===== src/rtl/capture_pkg.sv =====
// -----------------------------------------------------------------------------
// capture_pkg
//   Shared types and constants for the ADC capture controller slice.
//   - state_t            : capture FSM states
//   - MODE_ADC/MODE_RAMP : sample source select encodings
//   - BURST_LEN_DEFAULT  : burst length used when burst_len is programmed to 0
// -----------------------------------------------------------------------------
package capture_pkg;

    typedef enum logic [1:0] {
        IDLE    = 2'd0,
        ARMED   = 2'd1,
        CAPTURE = 2'd2,
        GAP     = 2'd3
    } state_t;

    localparam logic MODE_ADC  = 1'b0;
    localparam logic MODE_RAMP = 1'b1;

    localparam int unsigned BURST_LEN_DEFAULT = 16384;

endpackage


===== src/rtl/capture_ctrl_if.sv =====
// -----------------------------------------------------------------------------
// capture_ctrl_if
//   Write-side bus from the capture controller into the Xillybus write FIFO.
//   Ports / signals:
//     dv        : output word valid (FIFO write enable), driven by master
//     data      : output word, DATA_W bits, driven by master
//     fifo_full : downstream FIFO full, driven by slave
//   Modports: master (capture controller), slave (FIFO side).
// -----------------------------------------------------------------------------
interface capture_ctrl_if #(
    parameter int unsigned DATA_W = 16
) ();

    logic              dv;
    logic [DATA_W-1:0] data;
    logic              fifo_full;

    modport master (
        output dv,
        output data,
        input  fifo_full
    );

    modport slave (
        input  dv,
        input  data,
        output fifo_full
    );

endinterface


===== src/rtl/capture_ramp_gen.sv =====
// -----------------------------------------------------------------------------
// capture_ramp_gen
//   Ramp test-pattern counter. Holds the current ramp value; advances by one
//   on each accepted sample strobe and returns to zero on clear.
//   Ports:
//     dclk    : capture clock (rising edge)
//     rst     : synchronous reset, active-high
//     clear   : force ramp to 0 (takes priority over advance)
//     advance : increment ramp by one, wrapping at 2^DATA_W
//     ramp    : current ramp value
// -----------------------------------------------------------------------------
module capture_ramp_gen #(
    parameter int unsigned DATA_W = 16
) (
    input  logic              dclk,
    input  logic              rst,
    input  logic              clear,
    input  logic              advance,
    output logic [DATA_W-1:0] ramp
);

    always_ff @(posedge dclk) begin
        if (rst || clear) begin
            ramp <= '0;
        end else if (advance) begin
            ramp <= ramp + 1'b1;
        end
    end

endmodule


===== src/rtl/capture_ctrl.sv =====
// -----------------------------------------------------------------------------
// capture_ctrl
//   Armed/triggered burst capture controller for the ADC capture path.
//   Delivers bursts of samples (ADC or ramp) to the write FIFO; samples that
//   meet a full FIFO are dropped and flagged, the burst never stalls.
//   Optional build macro CAPTURE_BURST_MARK_EN: when defined, data[DATA_W-1]
//   marks the first word of each burst and carries no sample bit.
//   Ports:
//     dclk, rst        : clock, synchronous active-high reset
//     arm              : pulse, IDLE -> ARMED; latches length/gap/mode
//     abort            : level, forces IDLE (highest priority)
//     trigger          : level, starts capture from ARMED
//     mode             : 0 = ADC samples, 1 = ramp test pattern
//     continuous       : re-run bursts until abort
//     burst_len        : samples per burst (0 selects BURST_LEN_DEF)
//     gap_len          : idle cycles between continuous bursts
//     adc_data/adc_valid : ADC sample input
//     fifo             : FIFO write bus (dv, data out; fifo_full in)
//     busy             : high in ARMED, CAPTURE or GAP
//     done             : one-cycle pulse with the last word of a single-shot burst
//     overflow         : sticky dropped-sample flag, cleared by arm or rst
//     burst_count      : bursts completed since arm
// -----------------------------------------------------------------------------
module capture_ctrl
    import capture_pkg::*;
#(
    parameter int unsigned DATA_W        = 16,
    parameter int unsigned LEN_W         = 32,
    parameter int unsigned BURST_LEN_DEF = BURST_LEN_DEFAULT
) (
    input  logic                dclk,
    input  logic                rst,
    input  logic                arm,
    input  logic                abort,
    input  logic                trigger,
    input  logic                mode,
    input  logic                continuous,
    input  logic [LEN_W-1:0]    burst_len,
    input  logic [LEN_W-1:0]    gap_len,
    input  logic [DATA_W-1:0]   adc_data,
    input  logic                adc_valid,
    capture_ctrl_if.master      fifo,
    output logic                busy,
    output logic                done,
    output logic                overflow,
    output logic [LEN_W-1:0]    burst_count
);

    localparam logic [LEN_W-1:0] LEN_DEF = LEN_W'(BURST_LEN_DEF);

    state_t             state;
    logic [LEN_W-1:0]   len_q;
    logic [LEN_W-1:0]   gap_q;
    logic               mode_q;
    logic [LEN_W-1:0]   cnt;
    logic [LEN_W-1:0]   gap_cnt;
    logic               dv_q;
    logic [DATA_W-1:0]  data_q;

    logic               strobe;
    logic               last;
    logic               ramp_clr;
    logic [DATA_W-1:0]  ramp;
    logic [DATA_W-1:0]  sample;
    logic [DATA_W-1:0]  word;

    assign fifo.dv   = dv_q;
    assign fifo.data = data_q;

    assign strobe = (state == CAPTURE) && ((mode_q == MODE_RAMP) || adc_valid);
    // len_q is never 0, so the counter tops out at len_q-1 and cannot wrap.
    assign last   = strobe && (cnt == len_q - LEN_W'(1));

    // Ramp restarts at every burst start: on the trigger and on each burst end.
    assign ramp_clr = ((state == ARMED) && trigger) || last;

    capture_ramp_gen #(
        .DATA_W (DATA_W)
    ) u_ramp (
        .dclk    (dclk),
        .rst     (rst),
        .clear   (ramp_clr),
        .advance (strobe),
        .ramp    (ramp)
    );

    always_comb begin
        sample = (mode_q == MODE_RAMP) ? ramp : adc_data;
        word   = sample;
`ifdef CAPTURE_BURST_MARK_EN
        // Counter is 0 only on the first strobe of a burst; if that sample is
        // dropped the mark is lost with it.
        word[DATA_W-1] = (cnt == '0);
`endif
    end

    always_ff @(posedge dclk) begin
        if (rst) begin
            state       <= IDLE;
            len_q       <= LEN_DEF;
            gap_q       <= '0;
            mode_q      <= MODE_ADC;
            cnt         <= '0;
            gap_cnt     <= '0;
            dv_q        <= 1'b0;
            data_q      <= '0;
            busy        <= 1'b0;
            done        <= 1'b0;
            overflow    <= 1'b0;
            burst_count <= '0;
        end else begin
            dv_q   <= 1'b0;
            data_q <= '0;
            done   <= 1'b0;

            if (abort) begin
                state <= IDLE;
                busy  <= 1'b0;
            end else begin
                case (state)
                    IDLE: begin
                        if (arm) begin
                            state       <= ARMED;
                            busy        <= 1'b1;
                            len_q       <= (burst_len == '0) ? LEN_DEF : burst_len;
                            gap_q       <= gap_len;
                            mode_q      <= mode;
                            overflow    <= 1'b0;
                            burst_count <= '0;
                        end
                    end

                    ARMED: begin
                        if (trigger) begin
                            state <= CAPTURE;
                            cnt   <= '0;
                        end
                    end

                    CAPTURE: begin
                        if (strobe) begin
                            cnt <= cnt + LEN_W'(1);
                            if (fifo.fifo_full) begin
                                overflow <= 1'b1;
                            end else begin
                                dv_q   <= 1'b1;
                                data_q <= word;
                            end

                            if (last) begin
                                burst_count <= burst_count + LEN_W'(1);
                                cnt         <= '0;
                                if (!continuous) begin
                                    state <= IDLE;
                                    busy  <= 1'b0;
                                    done  <= 1'b1;
                                end else if (gap_q != '0) begin
                                    state   <= GAP;
                                    gap_cnt <= gap_q - LEN_W'(1);
                                end
                            end
                        end
                    end

                    GAP: begin
                        if (gap_cnt == '0) begin
                            state <= CAPTURE;
                        end else begin
                            gap_cnt <= gap_cnt - LEN_W'(1);
                        end
                    end

                    default: begin
                        state <= IDLE;
                        busy  <= 1'b0;
                    end
                endcase
            end
        end
    end

endmodule


===== src/flat_wrapper.sv =====
// flat-port wrapper written by rule: the top's interface ports become plain ports
module capture_ctrl_flat import capture_pkg::*;
#(
    parameter int unsigned DATA_W        = 16,
    parameter int unsigned LEN_W         = 32,
    parameter int unsigned BURST_LEN_DEF = BURST_LEN_DEFAULT
)
  (dclk, rst, arm, abort, trigger, mode, continuous, burst_len, gap_len, adc_data, adc_valid, busy, done, overflow, burst_count, fifo_dv, fifo_data, fifo_fifo_full);
  capture_ctrl_if #(.DATA_W(DATA_W)) fifo_i ();
  input  logic dclk;
  input  logic rst;
  input  logic arm;
  input  logic abort;
  input  logic trigger;
  input  logic mode;
  input  logic continuous;
  input  logic [LEN_W-1:0] burst_len;
  input  logic [LEN_W-1:0] gap_len;
  input  logic [DATA_W-1:0] adc_data;
  input  logic adc_valid;
  output logic busy;
  output logic done;
  output logic overflow;
  output logic [LEN_W-1:0] burst_count;
  output wire logic [$bits(fifo_i.dv)-1:0] fifo_dv;
  output wire logic [$bits(fifo_i.data)-1:0] fifo_data;
  input wire logic [$bits(fifo_i.fifo_full)-1:0] fifo_fifo_full;
  assign fifo_dv = fifo_i.dv;
  assign fifo_data = fifo_i.data;
  assign fifo_i.fifo_full = fifo_fifo_full;
  capture_ctrl #(.DATA_W(DATA_W), .LEN_W(LEN_W), .BURST_LEN_DEF(BURST_LEN_DEF)) u_core (.dclk(dclk), .rst(rst), .arm(arm), .abort(abort), .trigger(trigger), .mode(mode), .continuous(continuous), .burst_len(burst_len), .gap_len(gap_len), .adc_data(adc_data), .adc_valid(adc_valid), .fifo(fifo_i), .busy(busy), .done(done), .overflow(overflow), .burst_count(burst_count));
endmodule

===== config.mk =====
export PLATFORM = sky130hd
export DESIGN_NAME = capture_ctrl_flat
export DESIGN_NICKNAME = d
export VERILOG_FILES = /design/src/rtl/capture_pkg.sv /design/src/rtl/capture_ctrl_if.sv /design/src/rtl/capture_ramp_gen.sv /design/src/rtl/capture_ctrl.sv /design/src/flat_wrapper.sv
export SDC_FILE = /design/constraint.sdc
export NUM_CORES = 1
export LEC_CHECK = 0
export CORE_MARGIN = 2
export CORE_UTILIZATION = 56
export CTS_CLUSTER_DIAMETER = 150
export DETAILED_ROUTE_END_ITERATION = 6
export GPL_ROUTABILITY_DRIVEN = 0
export PLACE_DENSITY = 0.81
export SYNTH_ARGS = -nofsm -noshare
export SYNTH_HDL_FRONTEND = slang
export SYNTH_HIERARCHICAL = 1
export SYNTH_SLANG_ARGS = --single-unit

===== constraint.sdc =====
create_clock -name dclk -period 5.5 [get_ports dclk]
set_clock_uncertainty 0.1 [all_clocks]
set_input_delay 0.55 -clock dclk [delete_from_list [all_inputs] [get_ports dclk]]
set_output_delay 0.55 -clock dclk [all_outputs]
set_load 0.05 [all_outputs]

# Word level (Yosys, flattened, before mapping)

Cells that the tools add are included.
Widths: inputs -> output; s select.

Register bits: 199
RAM bits: 0
Output and inout bits: 52
Input bits: 89
Bits in read-only memories: 0
Bits in latches: 0
Logic and storage cells: 97
Memories kept: 0

Div/mod/pow operators: 0
Magnitude comparators: 0
Eq/ne operators: 15
Add/sub/neg operators: 6
Multipliers: 0
Bitwise operators: 4
Reductions and logical operators: 24
Mux-type cells: 35
Shift-type cells: 0

Operators with widths:

| operator              | number |
|---|---|
| $mux 32               | 12 |
| $pmux 32 s2           | 3 |
| $sub 32x1->32 const B | 3 |
| $add 32x1->32 const B | 2 |
| $logic_not 32->1      | 2 |
| $eq 32x32->1          | 1 |
| $reduce_bool 32->1    | 1 |
| $add 16x1->16 const B | 1 |
| $mux 16               | 1 |
| $reduce_and 5->1      | 3 |
| $mux 2                | 7 |
| $ne 2x2->1 const B    | 7 |
| $reduce_or 5->1       | 2 |
| $mux 1                | 9 |
| $pmux 2 s4            | 1 |
| $reduce_and 7->1      | 1 |
| $ne 2x1->1 const B    | 3 |
| $reduce_and 6->1      | 1 |
| $reduce_bool 2->1     | 3 |
| $eq 2x2->1 const B    | 2 |
| $not 1->1             | 4 |
| $pmux 1 s2            | 2 |
| $reduce_and 4->1      | 1 |
| $reduce_or 4->1       | 1 |
| other kinds (7)       | 11 |

# Longest topological paths before layout

Depth after elaboration: 6
Mapped depth: 18
Gate-level depth less buffers: 13

# Hierarchy

The synthesis kept the hierarchy.

By module, submodules not included:

| module           | instances | cells each | sequential area each (um^2) | area each (um^2) |
|---|---|---|---|---|
| capture_ctrl     | 1         | 1351       | 3663.5                      | 10334.9 |
| capture_ramp_gen | 1         | 81         | 320.3                       | 716.9 |

# Worst setup path after synthesis

Ideal clock, no wire load.

Path type: flip-flop to flip-flop
Start: register u_core.state[0]
End: register u_core.gap_cnt[30]
Data required time: 5.266 ns
Clock period less this slack: 5.014 ns
Arrival: 4.780 ns
Path buffers: 7
Path slack: 0.486 ns
Stages on the path, launching flop included: 19
Library setup time: 0.134 ns
Cell sequence: dfxtp_1 -> clkbuf_1 -> and2_1 -> clkbuf_1 -> clkbuf_1 -> buf_1 -> clkbuf_1 -> clkbuf_1 -> mux2i_1 -> ha_1 -> clkbuf_1 -> inv_1 -> a2111oi_2 -> nand3b_1 -> or3_1 -> nor3_1 -> mux2_2 -> a21oi_1 -> a211oi_1

Longest elaborated chain between the ends: 5
Elaborated cells between the ends (all ways): 12
Classes of those cells: 7 x eq/ne; 1 x mux; 4 x reduce/logical

RTL lines:

| element                           | RTL line                                | RTL |
|---|---|---|
| from (decl)                       | capture_ctrl.sv:51                      | `state_t state;` |
| from (signal assigned)            | capture_ctrl.sv:99                      | `state <= IDLE;` |
| from (signal assigned)            | capture_ctrl.sv:117                     | `state <= IDLE;` |
| from (signal assigned)            | capture_ctrl.sv:123                     | `state <= ARMED;` |
| $eq 2x2->1                        | capture_ctrl.sv:70, capture_ctrl.sv:120 |  |
| $logic_and 1x1->1                 | capture_ctrl.sv:70                      | `assign strobe = (state == CAPTURE) && ((mode_q == MODE_RAMP) \|\| adc_valid);` |
| $logic_and 1x1->1                 | capture_ctrl.sv:72                      | `assign last = strobe && (cnt == len_q - LEN_W'(1));` |
| $ne 2x1->1 (no source line)       | --                                      |  |
| $reduce_and 7->1 (no source line) | --                                      |  |
| to (signal assigned)              | capture_ctrl.sv:159                     | `gap_cnt <= gap_q - LEN_W'(1);` |
| to (signal assigned)              | capture_ctrl.sv:169                     | `gap_cnt <= gap_cnt - LEN_W'(1);` |
| to (decl)                         | capture_ctrl.sv:56                      | `logic [LEN_W-1:0] gap_cnt;` |

Several ways; a longest one is shown, not always the timed one.
A chain may end at the register's enable or synchronous reset.

# Final worst setup path

Start: register u_core.len_q[0]
End: register u_core.gap_cnt[22]

Longest elaborated chain between the ends: 5

RTL lines:

| element                           | RTL line            | RTL |
|---|---|---|
| from (decl)                       | capture_ctrl.sv:52  | `logic [LEN_W-1:0] len_q;` |
| from (signal assigned)            | capture_ctrl.sv:125 | `len_q <= (burst_len == '0) ? LEN_DEF : burst_len;` |
| $sub 32x1->32                     | capture_ctrl.sv:72  |  |
| $eq 32x32->1                      | capture_ctrl.sv:72  |  |
| $logic_and 1x1->1                 | capture_ctrl.sv:72  |  |
| $ne 2x1->1 (no source line)       | --                  |  |
| $reduce_and 7->1 (no source line) | --                  |  |

No other way between the ends.

==> results.json <==
{
  "status": "finished clean",
  "syn_inst": 1432,
  "required_ps": 5720,
  "wl_per_cell_um": 16.7,
  "critPathMaxFanout": 22,
  "dp_hpwl_um": 21600,
  "clock_path_buffers": 2,
  "ys_warn_count": 6,
  "hold_class": "in2reg",
  "synth-simple-area-share_pct": 30.5,
  "area_growth_pct": 18.7,
  "synth_top_family_by_area": "simple AND/OR/NAND/NOR gates",
  "synth_common_cells": "nand2_1 (247), dfxtp_1 (199), nor2_1 (144), a21oi_1 (136), clkbuf_1 (64)",
  "ys_ff_latch": 199,
  "grt_pass1_wl_um": 48100,
  "core_area_mm2": 0.0194,
  "worstPathArrival_ps": 4610,
  "routed_wl_um": 30100,
  "start_util_pct": 57.0,
  "finalPower_mw": 3.20,
  "yosysSeqAreaShare_pct": 36.0,
  "syn_area_mm2": 0.0111,
  "tritoncts": "built",
  "synth_largest_area_cell": "dfxtp_1",
  "cts_made_buffers": 17,
  "syn_nets": 1526,
  "viasPerCell": 6.13,
  "setup_viol": 0,
  "die_h_um": 144,
  "grt_usage_pct": 28.6,
  "cts_setup_buffers": 0,
  "grt.overflow.total": 0,
  "drv_slew": 0,
  "path_clk_slew_ps": 70,
  "clock_latency_ps": 450,
  "fin_nets": 1616,
  "cts_resized": 0,
  "holdBufCountCts": 0,
  "clock-sinks": 199,
  "leakage_nw": 4.52,
  "fin_tns_setup_ps": 0,
  "hold_viol": 0,
  "synthTopCellsByArea": "dfxtp_1 (36%), nand2_1 (8.4%), a21oi_1 (6.2%)",
  "cts_max_level": 4,
  "cts_root_buffer": "clkbuf_16",
  "route.vias.total": 11000,
  "die_width_um": 144,
  "synth_top_area_share_pct": 36.0,
  "drive_gt1_share_pct": 5.34,
  "avgSynthCellArea_um2": 7.72,
  "synth-adder-area-share_pct": 0.566,
  "slew_headroom_pct": 26.8,
  "synth.most_common_cell": "nand2_1",
  "die-area_mm2": 0.0209,
  "fin_crit_sh_pct": 79.7,
  "async_flop_share_pct": 0,
  "port_buffers": 140,
  "period_minus_slack_ps": 4380,
  "muxShareOfSynthArea_pct": 3.18,
  "drc": 0,
  "synth_xor_area_share_pct": 7.21,
  "crit_type": "reg2reg",
  "drt-pass1-iter-count": 5,
  "rows": 51,
  "synth_edf_count": 0,
  "ant_nets": 0,
  "fmax_mhz": 228,
  "io_pins": 141,
  "grt_max_degree": 90,
  "drt-initial-drc-count": 903,
  "vdd_drop_max_mv": 0.194,
  "powerDensity_mw_per_mm2": 244,
  "cp-start-kind": "register",
  "synth_cell_types": 80,
  "rsz0062_at_grt": "false",
  "ys.flop_type": "dfxtp_1",
  "grt_pass1_vias": 9851,
  "antennaDiodeCount": 0,
  "antenna_found_initial": 0,
  "synth_compound_area_share_pct": 18.3,
  "end_kind": "register",
  "worstMarginPinSlew_ps": 1100,
  "max-cap-violations": 0
}
## critical path: stages, from the launching register on
cell and delay [ps]:
dfxtp_1 350, inv_1 70, ha_1 220, or3b_2 530, nor3_1 540, a211oi_1 200
o21ai_0 350, nor4_4 110, and4_2 290, o21ai_2 760, buf_4 320, a221oi_1 100
a2111oi_0 340
## flip-flops by register name, summed over array words and instances, names as in the netlist
name and flops:
u_core/fifo.dv 1, u_core/gap_cnt 32, u_core/burst_count 32, u_core/gap_q 32
u_core/state 2, u_core/overflow 1, u_core/mode_q 1, u_core/fifo.data 16
u_core/busy 1, u_core/cnt 32, u_core/u_ramp/ramp 16, u_core/done 1
u_core/len_q 32
## layout by cell type, fill, tap and decap left out, types with 7 or more instances in the layout
master	count
nand2_1	246
dfxtp_1	199
nor2_1	143
clkdlybuf4s50_1	139
a21oi_1	136
xor2_1	50
nand3_1	49
xnor2_1	41
o21ai_0	37
mux2i_1	34
nor4_1	34
nor3_1	34
nand4_1	33
or3_1	27
inv_1	25
and3_1	23
clkbuf_16	17
buf_4	17
a211oi_1	16
or4_1	13
and4_1	12
o31ai_1	11
and2_1	10
a221oi_1	10
nand3b_1	8
a31oi_1	8
o21a_1	7
nand2b_1	7
o32ai_1	7
## per-layer routing
| metal | routed length [um] | GRT usage (%) | vias up |
|---|---|---|---|
| met5 | 0 | 0 | - |
| met2 | 14000 | 46.2 | 485 |
| met4 | 940 | 10.9 | 0 |
| met3 | 2040 | 4.97 | 81 |
| li1 | - | - | 5355 |
| met1 | 13100 | 38.2 | 5112 |
## power breakdown
| group | internal, mW | leakage, nW | switching (mW) |
|---|---|---|---|
| registers | 1.47 | 1.61 | 0.0406 |
| clock network | 0.604 | 0.274 | 0.614 |
| logic | 0.200 | 2.63 | 0.280 |
## per-stage QoR
stage,instances,util [%],worst slack (ps),instance area (um^2),hold WS [ps]
after global routing,1800,67.6,710,13100,367
after global placement,1768,64.7,1360,12500,355
after detailed placement,1768,64.7,1200,12500,365
after floorplan,1432,-,486,11100,340
after CTS,1800,67.6,1180,13100,355
final,1800,67.6,1120,13100,370
## final cells by class
| class | count | area, um^2 |
|---|---|---|
| clock buffer | 19 | 433 |
| clock inverter | 13 | 135 |
| fill | 1692 | 6280 |
| inverter | 25 | 93.8 |
| multi-input combinational | 1123 | 6620 |
| sequential | 199 | 3980 |
| tap | 265 | 332 |
| timing repair buffer | 156 | 1520 |
## path summary, 6_finish.rpt
check                           slack (ps)                            start                               to  cells after the start
worst max register to register        1120     u_core/len_q[0]$_SDFFE_PP0P_  u_core/gap_cnt[22]$_SDFFE_PP0P_                     12
worst min register to register         380  u_core/gap_cnt[17]$_SDFFE_PP0P_  u_core/gap_cnt[17]$_SDFFE_PP0P_                      2
worst max-delay path                  1120     u_core/len_q[0]$_SDFFE_PP0P_  u_core/gap_cnt[22]$_SDFFE_PP0P_                     12
worst min-delay path                   370                              rst    u_core/len_q[15]$_SDFFE_PP0P_                      2
## cells by family (layout without fill, tap and decap cells)
group | after synthesis | in the layout
xor+xnor | 91 | 91
flops | 199 | 199
buf+inv | 110 | 213
fa+ha+maj | 5 | 5
mux | 35 | 35
compound gates | 309 | 309
simple gates | 683 | 683
Note: power is estimated with default switching activity, not from simulation.
==> variant (config.mk and constraints unchanged) <==
`LEN_W` is set to 32 in 2 places; all go to 16.
--- a/src/rtl/capture_ctrl.sv
+++ b/src/rtl/capture_ctrl.sv
@@ -26,5 +26,5 @@
 #(
     parameter int unsigned DATA_W        = 16,
-    parameter int unsigned LEN_W         = 32,
+    parameter int unsigned LEN_W         = 16,
     parameter int unsigned BURST_LEN_DEF = BURST_LEN_DEFAULT
 ) (
--- a/src/flat_wrapper.sv
+++ b/src/flat_wrapper.sv
@@ -3,5 +3,5 @@
 #(
     parameter int unsigned DATA_W        = 16,
-    parameter int unsigned LEN_W         = 32,
+    parameter int unsigned LEN_W         = 16,
     parameter int unsigned BURST_LEN_DEF = BURST_LEN_DEFAULT
 )
Ports: changed (resized burst_count, burst_len and gap_len); port bits go from 141 to 93. No check against the original RTL was run, so the function may have changed too.
==> variant against the original RTL <==
  * Worst setup slack better by 0.026 ns
  * Sequential cell count down 80
  * Final area down 39%
  * Final cell count down 43%
  * Clock power down 7%
  * Power down 28%
  * Combinational power down 45%
  * Die area down 41%
  * Area after synthesis down 42%
  * Routed wire length down 42%
  * Sequential power down 40%
  * Global-route usage down 0.091 points
==> variant: results (changes against the original RTL) <==
* Max IR drop VDD at 304 uV (was 194 uV)
* Synthesized netlist cell count at 793 (was 1,432)
* Status: finished clean (unchanged)
* Count of distinct cell types in the synthesized netlist at 70 (was 80)
* Switching part of the total power at 0.262 (was 0.292)
* Cells on worst reg2reg path at 10 (was 12)
* Library cell contributing the largest single delay on the critical path: a2111oi_0 (was o21ai_2)
* Crit path max fanout at 29 (was 22)
* Placed wire-length estimate after detailed placement at 11,900 um (was 21,600 um)
* Layout cell share with drive strength beyond 1 at 0.0736 (was 0.0534)
* Wire length of the first global-routing pass at 28,600 um (was 48,100 um)
* Worst-case setup slack after placement at 1.32 ns (was 1.20 ns)
* DRC marker count from the first detailed-route iteration at 662 (was 903)
* GR Util All Layers at 0.285 (was 0.286)
* Biggest area contributors in the synthesized netlist: dfxtp_1, nand2_1, nor2_1 (was dfxtp_1, nand2_1, a21oi_1)
* Terminating pin of the worst hold path: u_core/overflow$_SDFFE_PP0P_ (was u_core/len_q[15]$_SDFFE_PP0P_)
* Later-pin clock latency in the skew report at 0.43 ns (was 0.45 ns)
* Worst r2r dst: u_core/gap_cnt[14]$_SDFFE_PP0P_ (was u_core/gap_cnt[22]$_SDFFE_PP0P_)
* Pin count of the biggest net entering global routing at 58 (was 90)
* Origin of the critical flop-to-flop path: u_core/state[1]$_SDFFE_PP0P_ (was u_core/len_q[0]$_SDFFE_PP0P_)
* Number of global-route vias before repair at 6,072 (was 9,851)
* Most common library cells after synthesis: dfxtp_1, nand2_1, nor2_1, a21oi_1, clkbuf_1 (was nand2_1, dfxtp_1, nor2_1, a21oi_1, clkbuf_1)
* Maximum clock rate at 229 MHz (was 228 MHz)
* Sequential element share of the synthesized area at 0.373 (was 0.360)
* Number of optimization iterations in the first detailed-route pass at 6 (was 5)
* Number of I/O port buffers at 92 (was 140)
* Number of vias in the routed layout at 6,248 (was 11,033)
* Post-detailed-routing wire length at 17,300 um (was 30,100 um)
[variant: cell count changes in the layout (fill, tap and decap cells not counted), moves of 15 or more]
cell / unedited run / this run
xnor2_1: 41 / 24
nor3_1: 34 / 15
nand3_1: 49 / 21
nand2_1: 246 / 119
nor2_1: 143 / 98
clkdlybuf4s50_1: 139 / 91
nor4_1: 34 / 12
a21oi_1: 136 / 69
o21ai_0: 37 / 22
dfxtp_1: 199 / 119
xor2_1: 50 / 25
nand4_1: 33 / 10
[variant: how the worst max path moves through the flow]
| stage | startpoint | to | cells past startpoint |
|---|---|---|---|
| after CTS | u_core/state[1]$_SDFFE_PP0P_ | u_core/gap_cnt[14]$_SDFFE_PP0P_ | 10 |
| after detailed placement | u_core/state[1]$_SDFFE_PP0P_ | u_core/gap_cnt[14]$_SDFFE_PP0P_ | 10 |
| final | u_core/state[1]$_SDFFE_PP0P_ | u_core/gap_cnt[14]$_SDFFE_PP0P_ | 10 |
| after global routing | u_core/state[1]$_SDFFE_PP0P_ | u_core/gap_cnt[14]$_SDFFE_PP0P_ | 10 |
| after global placement | u_core/state[1]$_SDFFE_PP0P_ | u_core/gap_cnt[14]$_SDFFE_PP0P_ | 10 |
| after floorplan | u_core/state[0]$_SDFFE_PP0P_ | u_core/gap_cnt[14]$_SDFFE_PP0P_ | 13 |
[variant: final cells by class]
type	instances	area share
clock buffers	20	0.0586
clock inverters	12	0.0179
inverters	20	0.00942
multi-input cells	616	0.474
flip-flops and latches	119	0.299
well taps	143	0.0225
repair buffers	96	0.119
[variant: kinds of logic (layout without fill, tap and decap cells)]
group / after synthesis / in the layout / synth area share
AO/OA/AOI/OAI: 177 / 177 / 0.193
XOR/XNOR: 49 / 49 / 0.0672
adder cells (fa/ha/maj): 5 / 5 / 0.00979
buffers and inverters: 58 / 148 / 0.0366
flip-flops: 119 / 119 / 0.373
multiplexers: 28 / 28 / 0.0439
AND/OR/NAND/NOR: 357 / 357 / 0.276
[variant: worst reg2reg max path: stages, from the launching register on]
cell       delay [ns]
dfxtp_1          0.63
nand2_1          0.75
mux2i_1          0.44
ha_1             0.26
inv_1            0.08
a2111oi_0        0.87
nand2_1          0.30
nor2_1           0.24
nor2_1           0.07
o41ai_1          0.36
a21oi_1          0.11
[variant: power groups by stage]
stage          clock (mW)  sequential [mW]  combinational [mW]
2_1_floorplan           0            0.915               0.174
6_report             1.14            0.902               0.265
3_3_place_gp            0            0.918               0.249
5_1_grt              1.19            0.904               0.289
3_5_place_dp            0            0.919               0.259
4_1_cts              1.15            0.901               0.261
[variant: layer usage]
metal | GRT usage | vias to the layer above | share of wire
li1 | - | 2984 | -
met1 | 0.339 | 2901 | 0.41
met2 | 0.476 | 292 | 0.49
met3 | 0.0831 | 71 | 0.071
met4 | 0.130 | 0 | 0.030
met5 | 0 | - | 0
